--- src/rtl/otter_cu_fsm_pkg.sv ---
// Shared types for the OTTER multicycle control unit: opcodes, func3 constants, FSM states.
package otter_pkg;

  typedef enum logic [6:0] {
    LUI    = 7'b0110111,
    AUIPC  = 7'b0010111,
    JAL    = 7'b1101111,
    JALR   = 7'b1100111,
    BRANCH = 7'b1100011,
    LOAD   = 7'b0000011,
    STORE  = 7'b0100011,
    OP_IMM = 7'b0010011,
    OP_RG3 = 7'b0110011,
    SYS    = 7'b1110011
  } opcode_t;

  localparam logic [2:0] F3_MRET  = 3'b000;
  localparam logic [2:0] F3_CSRRW = 3'b001;

  typedef enum logic [2:0] {
    ST_INIT  = 3'd0,
    ST_FETCH = 3'd1,
    ST_EXEC  = 3'd2,
    ST_WB    = 3'd3,
    ST_INTR  = 3'd4
  } cu_state_t;

endpackage

--- src/rtl/otter_cu_fsm_if.sv ---
// Control bundle between the instruction/decoder side (master) and the CU FSM (slave).
interface otter_cu_fsm_if;
  logic       intr;
  logic [6:0] opcode;
  logic [2:0] func3;
  logic       pcWrite;
  logic       regWrite;
  logic       memWE2;
  logic       memRDEN1;
  logic       memRDEN2;
  logic       rst_out;
  logic       csr_WE;
  logic       int_taken;
  logic       mret_exec;

  modport master (
    output intr, opcode, func3,
    input  pcWrite, regWrite, memWE2, memRDEN1, memRDEN2,
           rst_out, csr_WE, int_taken, mret_exec
  );

  modport slave (
    input  intr, opcode, func3,
    output pcWrite, regWrite, memWE2, memRDEN1, memRDEN2,
           rst_out, csr_WE, int_taken, mret_exec
  );
endinterface

--- src/rtl/otter_cu_fsm.sv ---
// OTTER multicycle control FSM: INIT -> FETCH -> EXEC [-> WB] [-> INTR] -> FETCH.
// Interrupt handling is built only when OTTER_CU_FSM_INTR_EN is defined.
module otter_cu_fsm
  import otter_pkg::*;
#(
  parameter int MEM_LAT = 1
) (
  input  logic          CLK,
  input  logic          RST,
  otter_cu_fsm_if.slave bus
);

  localparam int CNT_W = $clog2(MEM_LAT + 1);

  cu_state_t        r_state;
  cu_state_t        w_next;
  logic [CNT_W-1:0] r_cnt;
  logic             w_last;
  logic             w_intr;

  // Final cycle of a memory-latency-held state (FETCH or WB)
  assign w_last = (r_cnt == CNT_W'(MEM_LAT - 1));

`ifdef OTTER_CU_FSM_INTR_EN
  assign w_intr = bus.intr;
`else
  logic w_unused_intr;
  assign w_unused_intr = bus.intr;
  assign w_intr        = 1'b0;
`endif

  always_ff @(posedge CLK) begin
    if (RST) begin
      r_state <= ST_INIT;
      r_cnt   <= '0;
    end else begin
      r_state <= w_next;
      if ((r_state == ST_FETCH || r_state == ST_WB) && !w_last)
        r_cnt <= r_cnt + CNT_W'(1);
      else
        r_cnt <= '0;
    end
  end

  always_comb begin
    w_next        = r_state;
    bus.pcWrite   = 1'b0;
    bus.regWrite  = 1'b0;
    bus.memWE2    = 1'b0;
    bus.memRDEN1  = 1'b0;
    bus.memRDEN2  = 1'b0;
    bus.rst_out   = 1'b0;
    bus.csr_WE    = 1'b0;
    bus.int_taken = 1'b0;
    bus.mret_exec = 1'b0;

    case (r_state)
      ST_INIT: begin
        bus.rst_out = 1'b1;
        w_next      = ST_FETCH;
      end

      ST_FETCH: begin
        bus.memRDEN1 = 1'b1;
        if (w_last) w_next = ST_EXEC;
      end

      ST_EXEC: begin
        if (bus.opcode == LOAD) begin
          bus.memRDEN2 = 1'b1;
          w_next       = ST_WB;
        end else begin
          // Every non-load retires here; unknown opcodes behave as NOPs
          bus.pcWrite = 1'b1;
          w_next      = w_intr ? ST_INTR : ST_FETCH;
          case (bus.opcode)
            STORE: bus.memWE2 = 1'b1;
            SYS: begin
              if (bus.func3 == F3_CSRRW) begin
                bus.csr_WE   = 1'b1;
                bus.regWrite = 1'b1;
              end else if (bus.func3 == F3_MRET) begin
                bus.mret_exec = 1'b1;
              end
            end
            LUI, AUIPC, JAL, JALR, OP_IMM, OP_RG3: bus.regWrite = 1'b1;
            default: ;
          endcase
        end
      end

      ST_WB: begin
        bus.memRDEN2 = 1'b1;
        if (w_last) begin
          bus.regWrite = 1'b1;
          bus.pcWrite  = 1'b1;
          w_next       = w_intr ? ST_INTR : ST_FETCH;
        end
      end

      ST_INTR: begin
        // intr deliberately ignored here so traps cannot chain
        bus.int_taken = 1'b1;
        bus.pcWrite   = 1'b1;
        w_next        = ST_FETCH;
      end

      default: w_next = ST_INIT;
    endcase
  end

endmodule

--- src/flat_wrapper.sv ---
// flat-port wrapper written by rule: the top's interface ports become plain ports
module otter_cu_fsm_flat import otter_pkg::*;
#(
  parameter int MEM_LAT = 1
)
  (CLK, RST, bus_intr, bus_opcode, bus_func3, bus_pcWrite, bus_regWrite, bus_memWE2, bus_memRDEN1, bus_memRDEN2, bus_rst_out, bus_csr_WE, bus_int_taken, bus_mret_exec);
  otter_cu_fsm_if bus_i ();
  input  logic CLK;
  input  logic RST;
  input wire logic [$bits(bus_i.intr)-1:0] bus_intr;
  input wire logic [$bits(bus_i.opcode)-1:0] bus_opcode;
  input wire logic [$bits(bus_i.func3)-1:0] bus_func3;
  output wire logic [$bits(bus_i.pcWrite)-1:0] bus_pcWrite;
  output wire logic [$bits(bus_i.regWrite)-1:0] bus_regWrite;
  output wire logic [$bits(bus_i.memWE2)-1:0] bus_memWE2;
  output wire logic [$bits(bus_i.memRDEN1)-1:0] bus_memRDEN1;
  output wire logic [$bits(bus_i.memRDEN2)-1:0] bus_memRDEN2;
  output wire logic [$bits(bus_i.rst_out)-1:0] bus_rst_out;
  output wire logic [$bits(bus_i.csr_WE)-1:0] bus_csr_WE;
  output wire logic [$bits(bus_i.int_taken)-1:0] bus_int_taken;
  output wire logic [$bits(bus_i.mret_exec)-1:0] bus_mret_exec;
  assign bus_i.intr = bus_intr;
  assign bus_i.opcode = bus_opcode;
  assign bus_i.func3 = bus_func3;
  assign bus_pcWrite = bus_i.pcWrite;
  assign bus_regWrite = bus_i.regWrite;
  assign bus_memWE2 = bus_i.memWE2;
  assign bus_memRDEN1 = bus_i.memRDEN1;
  assign bus_memRDEN2 = bus_i.memRDEN2;
  assign bus_rst_out = bus_i.rst_out;
  assign bus_csr_WE = bus_i.csr_WE;
  assign bus_int_taken = bus_i.int_taken;
  assign bus_mret_exec = bus_i.mret_exec;
  otter_cu_fsm #(.MEM_LAT(MEM_LAT)) u_core (.CLK(CLK), .RST(RST), .bus(bus_i));
endmodule
--- config.mk ---
export PLATFORM = sky130hd
export DESIGN_NAME = otter_cu_fsm_flat
export DESIGN_NICKNAME = d
export VERILOG_FILES = /design/src/rtl/otter_cu_fsm_pkg.sv /design/src/rtl/otter_cu_fsm_if.sv /design/src/rtl/otter_cu_fsm.sv /design/src/flat_wrapper.sv
export SDC_FILE = /design/constraint.sdc
export NUM_CORES = 1
export LEC_CHECK = 0
export ABC_AREA = 0
export CAP_MARGIN = 20
export CORE_AREA = 2 2 39 41
export CTS_CLUSTER_DIAMETER = 100
export DETAILED_ROUTE_END_ITERATION = 12
export DIE_AREA = 0 0 41 43
export GPL_ROUTABILITY_DRIVEN = 0
export GPL_TIMING_DRIVEN = 0
export HOLD_SLACK_MARGIN = 0.05
export SLEW_MARGIN = 20
export SYNTH_ARGS = -nofsm -noshare
export SYNTH_HDL_FRONTEND = slang
export SYNTH_SLANG_ARGS = --single-unit
--- constraint.sdc ---
create_clock -name CLK -period 1.99 [get_ports CLK]
set_clock_uncertainty 0.15 [all_clocks]
set_input_delay 0.398 -clock CLK [delete_from_list [all_inputs] [get_ports CLK]]
set_output_delay 0.398 -clock CLK [all_outputs]
set_load 0.05 [all_outputs]
**Word level (Yosys, flattened, before mapping)**

Cells that the tools add are included.

- Add/subtract/negate cells: 1
- Equality and inequality tests: 16
- Muxes and demuxes: 27
- Bitwise operators: 1
- Reductions and logical operators: 8

Operator list:

| operator | number |
|---|---|
| $eq A7 B6 Y1 const B | 3 |
| $eq A7 B7 Y1 const B | 3 |
| $mux W1 | 19 |
| $eq A7 B5 Y1 const B | 2 |
| $pmux W3 S4 | 1 |
| $eq A7 B2 Y1 const B | 1 |
| $eq A3 B1 Y1 const B | 2 |
| $eq A3 B2 Y1 const B | 2 |
| $logic_not A3 Y1 | 2 |
| $mux W3 | 2 |
| $pmux W1 S2 | 3 |
| $reduce_or A6 Y1 | 1 |
| $ne A2 B2 Y1 const B | 2 |
| $reduce_or A2 Y1 | 2 |
| $eq A3 B3 Y1 const B | 1 |
| $pmux W1 S3 | 1 |
| $mux W2 | 1 |
| $reduce_and A2 Y1 | 1 |
| $add A1 B1 Y1 const B | 1 |
| $logic_and A1 B1 Y1 | 1 |
| $logic_or A1 B1 Y1 | 1 |
| $not A1 Y1 | 1 |

- Bits in registers: 4
- Bits of input ports: 13
- Word-level logic and storage cells: 55

**Longest topological paths before layout**

Gate-level depths: netlist of run 1.

- Depth after elaboration: 6
- Mapped depth: 4

**Least setup slack after synthesis of run 1**

Ideal clock, no wire load.

- Kind: input -> output
- Start: in bus_opcode[3]
- End: out bus_memRDEN2
- Data arrival time: 2.438 ns
- Required time: 1.442 ns
- Path slack: -0.996 ns
- Stages on the path: 3
- Path buffers: 0
- Path through: or3_1 -> or4_4 -> a21boi_0

- Word-level cells in the longest chain between the ends: 3

Ends and longest elaborated chain:

| what | RTL line | RTL |
|---|---|---|
| from (decl) | flat_wrapper.sv:11 | `input wire logic [$bits(bus_i.opcode)-1:0] bus_opcode;` |
| $eq A7 B2 Y1 | otter_cu_fsm.sv:69 | `if (bus.opcode == LOAD) begin` |
| $mux W1 | otter_cu_fsm.sv:69 |  |
| $pmux W1 S2 | otter_cu_fsm.sv:57 | `case (r_state)` |
| to (decl) | flat_wrapper.sv:17 | `output wire logic [$bits(bus_i.memRDEN2)-1:0] bus_memRDEN2;` |

No other way between the ends.

**Worst setup path in the final report of run 1**

- Start: in bus_opcode[6]
- End: out bus_regWrite

- Word-level cells in the longest chain between the ends: 5

Ends and longest elaborated chain:

| what | RTL line | RTL |
|---|---|---|
| $eq A7 B6 Y1 (tied with other cells) | otter_cu_fsm.sv:76 | `case (bus.opcode)` |
| $reduce_or A6 Y1 | otter_cu_fsm.sv:76 |  |
| $pmux W1 S2 | otter_cu_fsm.sv:76 |  |
| $mux W1 * | otter_cu_fsm.sv:69 |  |
| $pmux W1 S2 * | otter_cu_fsm.sv:57 |  |
| to (decl) | flat_wrapper.sv:14 | `output wire logic [$bits(bus_i.regWrite)-1:0] bus_regWrite;` |

Mark *: on every way between the ends. The rest lies on a longest branch, timed or not.

==> metrics.md, run 1 <==
| Metric | Value |
|---|---|
| Global-route wire length before repair | 1.21 mm |
| RSZ-0062 raised after global routing | yes |
| Area Overhead vs Synth | 132% |
| Cell Pwr Density | 486 nW/µm² |
| Critical path capture point type | output port |
| Die Height | 43 µm |
| CP startpoint kind | primary input |
| Seq/Total Area, Yosys | 0.246 |
| Clk pwr share | 0.390 |
| Fin worst setup slack | -0.326 ns |
| Largest fanout of any net on the critical path | 3 |
| Worst hold path class | flip-flop to flip-flop |
| Most common cell in the synthesized netlist | nor2_1 |
| Pin count of the biggest net entering global routing | 8 |
| Post-route cell area | 566 µm² |
| Reg-to-reg setup timing slack | 0.94 ns |
| Signal arrival time at the worst endpoint | around 1.8 ns |
| H-tree levels | 1 |
| Number of antenna repair diodes | 0 |
| Most instantiated flip-flop cell in the synthesis netlist | dfxtp_1 |
| Critical hold path startpoint | u_core.r_cnt |
| Dominant cells by area after synthesis | dfxtp_1, nor2_1, nand2_1, o211a_4, inv_1 |
| Clock Tree Buf Depth | 2 |
| Combinational group share of total power | 0.353 |
| Endpoint of the worst hold-timing path | u_core.r_state[0] |
| DIE AREA | 1760 µm² |
| Post-CTS Hold Fix Bufs | 0 |
| Number of flip-flops and latches in the synthesized netlist | 3 |
| Final WL | 766 µm |
| Vias | 338 |
| Number of nets in the finished design | 76 |
| FF-to-FF Start | u_core.r_state[0] |
| Post-Route Setup TNS | -1.16 ns |
| Remaining global-route overflow | 0 |
| I/O Pins | 22 |
| Number of nets still failing antenna checks after routing | 0 |
| Sequential Power Share | 0.256 |
| Post-synth cell types | 19 |
| Number of hold violations in the final report | 0 |
| Die width | 41 µm |
| Static Leak | 0.265 nW |
| Detailed Route Iter0 Violations | 3 |
| Initial antenna violation count | 0 |
| Type of the worst setup path | primary input to output port |
| Clock latency reported for the late side of the worst-skew pair | about 0.23 ns |
| Buffer type at the clock tree root | clkbuf_4 |
| Gate Count Post-Synth | 34 |
| Area of the mapped netlist | 244 µm² |
| Non-filler instance count after layout | 78 |
| Outcome | complete, but fails checks |
| Standard-cell rows | 14 |
| Clock tree from TritonCTS | done |
| Proportion of layout cells with a drive suffix above 1 | 0.468 |
| Clock slew at reported path FFs | roughly 0.04 ns |
| Routed wire length per instance | between 9 and 10 µm |
| Switching power total | just over 90 µW |
| Share of async-settable or async-resettable flops after synthesis | 0 |
| Dpl ws | -1.32 ns |
| Timing-limited maximum frequency | 0.432 GHz |
| # Max-Cap Violations | 0 |
| Ranking of synthesized cells by instance count | nor2_1, nand2_1, dfxtp_1, inv_1 |
| Yosys top cell area share | 0.246 |
| Total placed cells including tap cells | 70 |
| Number of global-route vias before repair | 334 |
| Worst Hold Path Cells | 2 |
| Count of port buffers added during placement | 19 |
| Total DRC errors in the routed layout | 0 |
| Maximum resistive drop on vdd | 0.258 mV |
| Biggest area consumer among synthesized cells | dfxtp_1 |
| Violated checks | negative setup slack |
| Initial Util | 0.176 |
| Yosys warnings | 0 |
| Worst hold slack | around 0.31 ns |
| Drt via density | 4.33 |
| Number of slew-limit violations in the final report | 0 |
| Final clock period utilization by the worst path | 1.16 |
| Switching Fraction | 0.334 |
| Total clock buffers created by CTS | 3 |
| End of the worst register-to-register path | u_core.r_state[1] |
| Reg2reg path depth | 4 |
| Overall track demand over capacity in global routing | 0.103 |
| Design internal power | 183 µW |
| Router iterations before antenna repair | 4 |
| Number of enable-type register cells in the synthesized netlist | 0 |
| Tmin final | 2.32 ns |
| Setup-failing EPs final | 6 |
| Worst path required time | between 1 and 1.5 ns |
| Placed Instance Area | 495 µm² |
| Detailed-placement wirelength estimate | roughly 570 µm |
| Core area | 1380 µm² |
| CTS sink cnt | 3 |
| Avg Cell Area, Syn | 7.18 µm² |
registers in the layout, indices dropped and copies added, names as in the netlist:
| name | cells |
|---|---|
| u_core.r_state | 2 |
| u_core.r_cnt | 1 |
power by group through the flow:
stage	logic [mW]	clock network, mW	registers, mW
6_report	0.0972	0.107	0.0705
5_1_grt	0.103	0.119	0.0713
4_1_cts	0.0976	0.115	0.0705
3_5_place_dp	0.0939	0	0.0715
3_3_place_gp	0.0942	0	0.0714
2_1_floorplan	0.0535	0	0.0702
critical path, cell delays in order:
cell and delay (ns):
buf_6 0.09, or3_4 0.38, or4_4 0.47, a32o_2 0.28, buf_6 0.15
worst max path at each step:
stage	from	end	cells after the start
2_1_floorplan	bus_opcode[3]	bus_regWrite	3
3_3_place_gp	bus_opcode[3]	bus_regWrite	5
3_5_place_dp	bus_opcode[3]	bus_regWrite	5
4_1_cts	bus_opcode[6]	bus_regWrite	5
5_1_grt	bus_opcode[6]	bus_regWrite	5
6_report	bus_opcode[6]	bus_regWrite	5
cells in the final DEF, fill, tap and decap left out:
| cell type | netlist | final |
|---|---|---|
| o211a_4 | 1 | 1 |
| nor3_2 | 1 | 1 |
| inv_1 | 3 | 3 |
| buf_2 | 0 | 1 |
| buf_6 | 0 | 9 |
| nor2b_1 | 1 | 1 |
| or3_4 | 0 | 1 |
| and4b_1 | 1 | 1 |
| or4_4 | 1 | 2 |
| conb_1 | 1 | 2 |
| clkbuf_1 | 0 | 1 |
| clkbuf_4 | 0 | 3 |
| dfxtp_1 | 3 | 3 |
| nor2_1 | 6 | 6 |
| a21oi_1 | 2 | 2 |
| a32o_2 | 0 | 1 |
| clkdlybuf4s50_1 | 0 | 2 |
| nand2_1 | 5 | 4 |
| o21ai_2 | 0 | 1 |
| nand2_2 | 0 | 1 |
| buf_4 | 1 | 4 |
| clkdlybuf4s15_2 | 0 | 1 |
| clkdlybuf4s15_1 | 0 | 1 |
| nor3b_1 | 1 | 1 |
| a21boi_4 | 0 | 1 |
| dlygate4sd2_1 | 0 | 6 |
| nor3_4 | 0 | 2 |
cell type report:
| cell class | instances | area (µm²) |
|---|---|---|
| Timing Repair Buffer | 23 | 223 |
| Sequential cell | 3 | 60.1 |
| Clock buffer | 4 | 26.3 |
| Multi-Input combinational cell | 28 | 218 |
| Fill cell | 159 | 818 |
| Tap cell | 16 | 20.0 |
| Inverter | 3 | 11.3 |
| Buffer | 1 | 7.51 |
through the flow:
step	power (mW)	utilization
2_1_floorplan	0.124	-
3_3_place_gp	0.166	0.358
3_5_place_dp	0.165	0.358
4_1_cts	0.283	0.409
5_1_grt	0.294	0.409
6_report	0.275	0.409
kinds of logic (layout without fill, tap and decap cells):
| family | count (synthesis) | count (layout) | share of synthesized area |
|---|---|---|---|
| simple gates | 20 | 20 | 0.456 |
| compound gates | 6 | 6 | 0.205 |
| buf+inv | 4 | 31 | 0.0769 |
| flops | 3 | 3 | 0.246 |
| other cells | 1 | 2 | 0.0154 |
layer usage:
metal / vias to the layer above / global-route usage / routed length, µm
met5: - / 0 / 0
met2: 22 / 0.159 / 379
met3: 0 / 0.0314 / 90
met4: 0 / 0.0800 / 0
li1: 173 / - / -
met1: 143 / 0.109 / 296
repair_timing:
item                                    4_1_cts  5_1_grt
pin swaps                                     9        2
setup buffers                                 4        0
resized for setup                            72        0
cloned                                        0        0
endpoints found under the setup margin        9        6
No activity file was read; power rests on OpenSTA's default activity.
==> inputs of run 2 (changes only) <==
--- a/config.mk
+++ b/config.mk
@@ -11,6 +11,7 @@
 export CTS_CLUSTER_DIAMETER = 100
 export DETAILED_ROUTE_END_ITERATION = 12
 export DIE_AREA = 0 0 41 43
+export DONT_BUFFER_PORTS = 1
 export GPL_ROUTABILITY_DRIVEN = 0
 export GPL_TIMING_DRIVEN = 0
 export HOLD_SLACK_MARGIN = 0.05
==> run 2 against run 1 <==
  * Critical path type unchanged
  * Sequential share of layout area rose by 6.3 points
  * The flow still finishes with violations (negative setup slack)
  * First-iteration DRC count rose by 33%
  * Total power down 11%
  * Largest power group unchanged
  * Setup slack better by 0.084 ns
  * Global-route usage fell by 1.5 points
==> metrics.md, run 2 (same netlist as run 1, synthesis figures left out) <==
| Metric | Value |
|---|---|
| Type of the worst setup path | primary input to output port |
| Cell chain of the critical path | or3_4 > or4_4 > a21boi_4 |
| H-tree levels | 1 |
| Registers with the highest flip-flop counts | u_core.r_state (2), u_core.r_cnt (1) |
| Slowest stage cell on the critical path | or4_4 |
| Global-route wire length before repair | ~980 µm |
| Buffer type at the clock tree root | clkbuf_4 |
| Area Overhead vs Synth | 57.9% |
| FF-to-FF Start | u_core.r_state[0] |
| Critical path buffers and inverters | 0 |
| End of the worst register-to-register path | u_core.r_state[0] |
| Critical path capture point type | output port |
| Violated checks | negative setup slack |
| Remaining global-route overflow | 0 |
| Count of port buffers added during placement | 0 |
| Largest fanout of any net on the critical path | 3 |
| Fin worst setup slack | -0.242 ns |
| Initial antenna violation count | 0 |
| Clock Tree Buf Depth | 2 |
| Drt via density | 4.72 |
| Signal arrival time at the worst endpoint | 1.68 ns |
| Final clock period utilization by the worst path | 1.12 |
| Die width | 41 µm |
| Number of antenna repair diodes | 0 |
| Standard-cell rows | 14 |
| Initial Util | 0.176 |
| Die Height | 43 µm |
| Timing-limited maximum frequency | 0.448 GHz |
| Number of nets still failing antenna checks after routing | 0 |
| Total clock buffers created by CTS | 3 |
| RSZ-0062 raised after global routing | yes |
| Post-CTS Hold Fix Bufs | 0 |
| Critical hold path startpoint | RST |
| Max FFs per register | 2 |
| Clock slew at reported path FFs | 0.04 ns |
| DIE AREA | 1760 µm² |
| CTS sink cnt | 3 |
| Top library cells by usage in the layout, fill and taps aside | nand2_1, nor2_1, inv_1, buf_4, clkbuf_4 |
| Core area | roughly 1400 µm² |
| Clock tree from TritonCTS | done |
| Cell Pwr Density | 633 nW/µm² |
| Setup-failing EPs final | 5 |
| Routed wire length per instance | 11.0 µm |
| Outcome | complete, but fails checks |
| Worst hold slack | 0.0670 ns |
| Endpoint of the worst hold-timing path | u_core.r_state[1] |
| Tmin final | 2.23 ns |
| I/O Pins | 22 |
| Maximum resistive drop on vdd | 0.226 mV |
| CP startpoint kind | primary input |
| Router iterations before antenna repair | 4 |
| Worst Hold Path Cells | 1 |
| Pin count of the biggest net entering global routing | 8 |
| Largest delay contributor family on the critical path | simple AND/OR/NAND/NOR gates |
| Number of nets in the finished design | 55 |
| Measured slew at the worst slew-check pin | 0.887 ns |
| Worst slew slack as a fraction of its limit | 0.407 |
| # Max-Cap Violations | 0 |
| Worst path required time | 1.44 ns |
| Total DRC errors in the routed layout | 0 |
| Overall track demand over capacity in global routing | 0.0884 |
| Number of global-route vias before repair | 259 |
| Number of hold violations in the final report | 0 |
| Final WL | 629 µm |
| Detailed Route Iter0 Violations | 4 |
| Vias | 269 |
| Static Leak | about 0.17 nW |
| Largest incremental delay on the critical path | 0.53 ns |
| Reg-to-reg setup timing slack | 0.60 ns |
| Reg2reg path depth | 3 |
| Worst hold path class | primary input to flip-flop |
| Total chip power | 244 µW |
| Most flop-heavy register | u_core.r_state |
| Number of slew-limit violations in the final report | 0 |
| Detailed-placement wirelength estimate | 508 µm |
| Proportion of layout cells with a drive suffix above 1 | 0.512 |
| Clock latency reported for the late side of the worst-skew pair | 0.23 ns |
run 2: changes by cell type in the layout (fill, tap and decap cells not counted), moves of 2 or more:
cell             delta
nor2_1              -2
clkdlybuf4s50_1     -2
dlygate4sd2_1       -6
buf_6               -9
dfxtp_1             -2
run 2: how the worst max path moves through the flow:
stage | startpoint | end | slack [ns] | cells after the start
after floorplan | bus_opcode[3] | bus_regWrite | -0.24 | 3
after global placement | bus_opcode[3] | bus_regWrite | -0.29 | 3
after detailed placement | bus_opcode[3] | bus_regWrite | -0.29 | 3
after CTS | bus_opcode[6] | bus_memRDEN2 | -0.27 | 3
after global routing | bus_opcode[3] | bus_memRDEN2 | -0.27 | 3
final | bus_opcode[3] | bus_memRDEN2 | -0.24 | 3
run 2: per-stage QoR:
| stage | instances | utilization | cell area (µm²) | setup WS [ns] | TNS (ns) |
|---|---|---|---|---|---|
| 4_1_cts | 56 | 0.252 | 349 | -0.271 | -1.51 |
| 5_1_grt | 57 | 0.278 | 385 | -0.271 | -0.887 |
| 6_report | 57 | 0.278 | 385 | -0.242 | -0.703 |
| 2_1_floorplan | 35 | - | 285 | -0.244 | -0.717 |
| 3_3_place_gp | 51 | 0.221 | 305 | -0.292 | -1.04 |
| 3_5_place_dp | 51 | 0.221 | 305 | -0.289 | -1.06 |
run 2: what timing repair did:
| action | in CTS | in global routing |
|---|---|---|
| gates cloned | 0 | 0 |
| hold endpoints to repair | 0 | 0 |
| endpoints found under the setup margin | 7 | 6 |
| resized for setup | 3 | 8 |
| buffers inserted | 1 | 1 |
| pin swaps | 4 | 8 |
run 2: worst register-to-register path: stages, from the launching register on:
cell	delay (ns)
dfxtp_2	0.38
inv_1	0.12
nor2_2	0.47
a21oi_1	0.13
run 2: cell type report:
class	instances	area [µm²]
flip-flops and latches	3	65.1
fillers	158	998
clock buffers	4	26.3
well taps	16	20.0
inverters	3	11.3
multi-input cells	28	240
plain buffers	1	7.51
repair buffers	2	15.0
run 2: layer usage:
layer / up-vias / part of all wire / global-route usage
met5: - / 0 / 0
met4: 0 / 0.032 / 0.100
met3: 2 / 0.16 / 0.0471
met2: 23 / 0.45 / 0.116
met1: 115 / 0.35 / 0.0868
li1: 129 / - / -
run 2: power by group:
group          internal, mW  switching [mW]  leakage [nW]  total [mW]
clock network        0.0753          0.0334        0.0150       0.109
logic                0.0189          0.0454         0.132      0.0643
registers            0.0649         0.00604        0.0259      0.0709
==> inputs of run 3 (changes only) <==
--- a/config.mk
+++ b/config.mk
@@ -7,10 +7,10 @@
 export LEC_CHECK = 0
 export ABC_AREA = 0
 export CAP_MARGIN = 20
-export CORE_AREA = 2 2 39 41
+export CORE_AREA = 8 8 45 47
 export CTS_CLUSTER_DIAMETER = 100
 export DETAILED_ROUTE_END_ITERATION = 12
-export DIE_AREA = 0 0 41 43
+export DIE_AREA = 0 0 53 55
 export DONT_BUFFER_PORTS = 1
 export GPL_ROUTABILITY_DRIVEN = 0
 export GPL_TIMING_DRIVEN = 0
==> run 3 against run 2 <==
  * The run still ends with negative setup slack left
  * Register-to-register slack got worse by 0.12 ns
  * Die area rose by 65%
  * Sequential cell count unchanged
  * Maximum frequency shrank 0.82%
  * Clock power down 4%
  * Via count shrank 0.37%
  * Sequential share of layout area is 0.83 points lower
  * Routed wire length rose by 27%
  * Total power rose by 0.23%
  * Count of clock-buffer cells in the layout is the same
  * Global-route usage shrank 3.3 points
==> metrics.md, run 3 (same netlist as run 1, synthesis figures left out) <==
| Metric | Value |
|---|---|
| DIE AREA | 2920 µm² |
| Type of the worst setup path | primary input to output port |
| Initial antenna violation count | 0 |
| Top library cells by usage in the layout, fill and taps aside | buf_4, nand2_1, inv_1, nor2_1, clkbuf_4 |
| CP startpoint kind | primary input |
| Proportion of layout cells with a drive suffix above 1 | 0.568 |
| Non-filler instance count after layout | 60 |
| Fin worst setup slack | -0.261 ns |
| Overall track demand over capacity in global routing | 0.0553 |
| H-tree levels | 1 |
| Routed wire length per instance | 13.4 µm |
| Die width | about 53 µm |
| Critical path capture point type | output port |
| Worst hold path class | primary input to flip-flop |
| Number of nets still failing antenna checks after routing | 0 |
| RSZ-0062 raised after global routing | yes |
| Tmin final | between 2 and 2.5 ns |
| Router iterations before antenna repair | 3 |
| Clock slew at reported path FFs | 0.04 ns |
| Critical hold path startpoint | RST |
| Total DRC errors in the routed layout | 0 |
| Final clock period utilization by the worst path | 1.13 |
| Cell Pwr Density | 603 nW/µm² |
| Maximum resistive drop on vdd | roughly 0.23 mV |
| Largest fanout of any net on the critical path | 3 |
| Timing-limited maximum frequency | 0.444 GHz |
| Pin count of the biggest net entering global routing | 8 |
| Vias | 268 |
| CTS sink cnt | 3 |
| I/O Pins | 22 |
| Violated checks | negative setup slack |
| Critical Path Source | bus_opcode[3] |
| Clock latency reported for the late side of the worst-skew pair | 0.23 ns |
| Seq. cell area | 65.1 µm² |
| Outcome | complete, but fails checks |
| Fillcell total | around 160 |
| Core area | 1380 µm² |
| Utilization of the core after routing | 0.293 |
| Number of global-route vias before repair | 286 |
| Remaining global-route overflow | 0 |
| Total placed cells including tap cells | 51 |
| Max FFs per register | 2 |
| Number of antenna repair diodes | 0 |
| Die Height | 55 µm |
| Final WL | between 800 and 900 µm |
| Initial Util | 0.176 |
| Global-route wire length before repair | 1.15 mm |
| Worst slew slack as a fraction of its limit | 0.607 |
| FF-to-FF Start | u_core.r_state[1] |
| Buffer type at the clock tree root | clkbuf_4 |
| Area Overhead vs Synth | 66.2% |
| Total chip power | around 240 µW |
| Standard-cell rows | 14 |
| Worst path required time | 1.44 ns |
| Detailed Route Iter0 Violations | 1 |
| Clock Tree Buf Depth | 2 |
| Total clock buffers created by CTS | 3 |
| Multi-input gate area | 238 µm² |
| Number of slew-limit violations in the final report | 0 |
| Signal arrival time at the worst endpoint | approximately 1.7 ns |
| Most flop-heavy register | u_core.r_state |
| Number of nets in the finished design | 58 |
| Setup-failing EPs final | 4 |
| Number of hold violations in the final report | 0 |
| Static Leak | 0.174 nW |
| Commonest non-fill, non-tap cell in the layout | buf_4 |
| Count of port buffers added during placement | 0 |
| Clock tree from TritonCTS | done |
| Measured slew at the worst slew-check pin | 0.588 ns |
| Detailed-placement wirelength estimate | 648 µm |
| # Max-Cap Violations | 0 |
| Drt via density | 4.47 |
| Registers with the highest flip-flop counts | u_core.r_state (2), u_core.r_cnt (1) |
## run 3: cell types whose count changed in the layout (fill, tap and decap cells not counted), sizes merged
cell	before	now
buf	3	6
## run 3: final cells by class
type | instances | share of cell area
inverters | 3 | 0.0278
flip-flops and latches | 3 | 0.160
multi-input cells | 28 | 0.586
plain buffers | 1 | 0.0185
clock buffers | 4 | 0.0648
well taps | 16 | 0.0494
repair buffers | 5 | 0.0926
## run 3: where the power goes
group          internal, mW  switching (mW)
sequential           0.0649         0.00534
combinational        0.0217          0.0474
clock                0.0750          0.0300
total                 0.162          0.0828
## run 3: routing by layer
layer	GRT usage	share of wire	up-vias
li1	-	-	136
met5	0	0	-
met2	0.0859	0.50	16
met3	0.0374	0.18	0
met4	0.0517	0	0
met1	0.0473	0.32	116
## run 3: worst max-delay path: stages
cell    delay, ns
or3_4        0.37
or4_4        0.53
a32o_2       0.40
## run 3: timing repair
item / 4_1_cts / 5_1_grt
hold buffers: 0 / 0
pin swaps: 3 / 5
hold endpoints to repair: 0 / 0
endpoints found under the setup margin: 7 / 6
gates resized for setup: 3 / 8
buffers inserted: 1 / 4
## run 3: path summary, 6_finish.rpt
kind / endpoint / slack (ns) / cells after the start
setup reg to reg: u_core.r_state[0] / 0.48 / 4
hold reg to reg: u_core.r_state[0] / 0.29 / 2
setup / recovery: bus_regWrite / -0.26 / 3
hold / removal: u_core.r_state[1] / 0.07 / 1
## run 3: metrics by stage
| stage | cell area, µm² | hold slack (ns) | setup WS (ns) | TNS (ns) |
|---|---|---|---|---|
| detailed placement | 305 | 0.298 | -0.295 | -1.15 |
| CTS | 349 | 0.0702 | -0.299 | -1.66 |
| floorplan | 285 | 0.283 | -0.244 | -0.717 |
| global placement | 305 | 0.295 | -0.287 | -1.07 |
| finish | 405 | 0.0718 | -0.261 | -0.710 |
| global route | 405 | 0.0546 | -0.279 | -0.802 |
==> variant (flow settings as in run 2) <==
Encoding of `cu_state_t`: now one-hot (5 bits for 5 states).
--- a/src/rtl/otter_cu_fsm_pkg.sv
+++ b/src/rtl/otter_cu_fsm_pkg.sv
@@ -18,10 +18,10 @@
   localparam logic [2:0] F3_CSRRW = 3'b001;
 
-  typedef enum logic [2:0] {
-    ST_INIT  = 3'd0,
-    ST_FETCH = 3'd1,
-    ST_EXEC  = 3'd2,
-    ST_WB    = 3'd3,
-    ST_INTR  = 3'd4
+  typedef enum logic [4:0] {
+    ST_INIT  = 5'b00001,
+    ST_FETCH = 5'b00010,
+    ST_EXEC  = 5'b00100,
+    ST_WB    = 5'b01000,
+    ST_INTR  = 5'b10000
   } cu_state_t;
 
Behaviour: no difference found for any inputs over 10 cycles, from zero or initial values and one cycle with RST high; not proved beyond that.
==> variant against run 2 <==
The flow still finishes with violations (setup timing); routed wire length rose by 59%; setup slack improved by 190 ps; global-route usage grew 4.2 points; power up 52%; cell area rose by 72%; sequential share of layout area shrank 0.88 points; sequential cell count increased by 2; synthesized area grew 88%; combinational power rose by 120%; largest cell class unchanged; largest power group is now combinational cells.
==> variant: results <==
layout:
  drive_above_1_share: 0.521
  fillers: 128
  top_regs: "u_core.r_state (4), u_core.r_cnt (1)"
global_route:
  grt_max_degree: 11
  grt_pass1_wl_um: 1550
worst_setup_path:
  cp_max_fo: 7
  worstPathArrival_ps: 1500
  reg2reg_depth: 6
  reg2reg_from: "u_core.r_state[0]$_SDFFE_PP1P_"
routing:
  wl_per_cell_um: 11.5
  wirelength_um: 1000
run_status:
  status: "finished with violations"
  violations: "setup timing"
timing:
  fin_tns_setup_ps: -144
  setup_viol: 4
  max_slew_margin: 0.598
  setup_ws_ps: -53.9
  hold_ws_ps: 105
yosys:
  synth_cell_types: 32
  avgSynthCellArea_sq_um: 8.35
  synth-compound-area-share: 0.120
  synthTopCellsByCount: "dfxtp_1, nand2_1, nor2_1, nand2b_1"
  synthXorXnorAreaFrac: 0.0191
  ys_seq_area_frac: 0.218
power_and_ir_drop:
  p_leak_nw: 0.254
  vdd_drop_max_mv: 0.413
place:
  place_area_sq_um: 509
  pre_cts_slack_ps: -22.7
-- variant: area by class of cell --
cell class / count / area share
timing repair buffer: 13 / 0.151
tap: 16 / 0.0301
multi-input combinational: 44 / 0.552
buffer: 3 / 0.0452
sequential: 5 / 0.160
inverter: 2 / 0.0226
clock buffer: 4 / 0.0395
-- variant: layer usage --
layer	track usage	vias up	wire, um
li1	-	226	-
met1	0.147	200	393
met2	0.197	23	489
met3	0.0942	0	118
met4	0.0200	0	0
met5	0	-	0
-- variant: worst max path at each step --
stage                                        start       endpoint  slack, ps  cells after the start
global route        u_core.r_state[2]$_SDFFE_PP0P_  bus_mret_exec       -120                      4
global placement    u_core.r_state[0]$_SDFFE_PP1P_    bus_rst_out        -80                      2
finish              u_core.r_state[0]$_SDFFE_PP1P_  bus_mret_exec        -50                      4
floorplan           u_core.r_state[0]$_SDFFE_PP1P_    bus_rst_out         -3                      2
CTS                 u_core.r_state[3]$_SDFFE_PP0P_  bus_mret_exec       -130                      4
detailed placement                   bus_opcode[2]   bus_memRDEN2        -20                      3
-- variant: power groups by stage --
stage,Combinational [mW],Clock (mW),Sequential (mW)
after detailed placement,0.117,0,0.114
final,0.139,0.116,0.116
after global placement,0.109,0,0.114
after CTS,0.126,0.123,0.113
after global routing,0.149,0.135,0.116
after floorplan,0.0992,0,0.113
-- variant: repair_timing --
action,CTS,global route
cloned,0,0
setup endpoints to repair,6,8
resized for setup,12,6
pin swaps,4,6
hold buffers,0,1
endpoints found under the hold margin,0,3
setup buffers,6,6
-- variant: worst max-delay path, stage by stage, from the launching register on --
cell and delay, ps:
dfxtp_1 300, buf_6 130, nor4b_4 250, and2_4 220
and3b_2 350
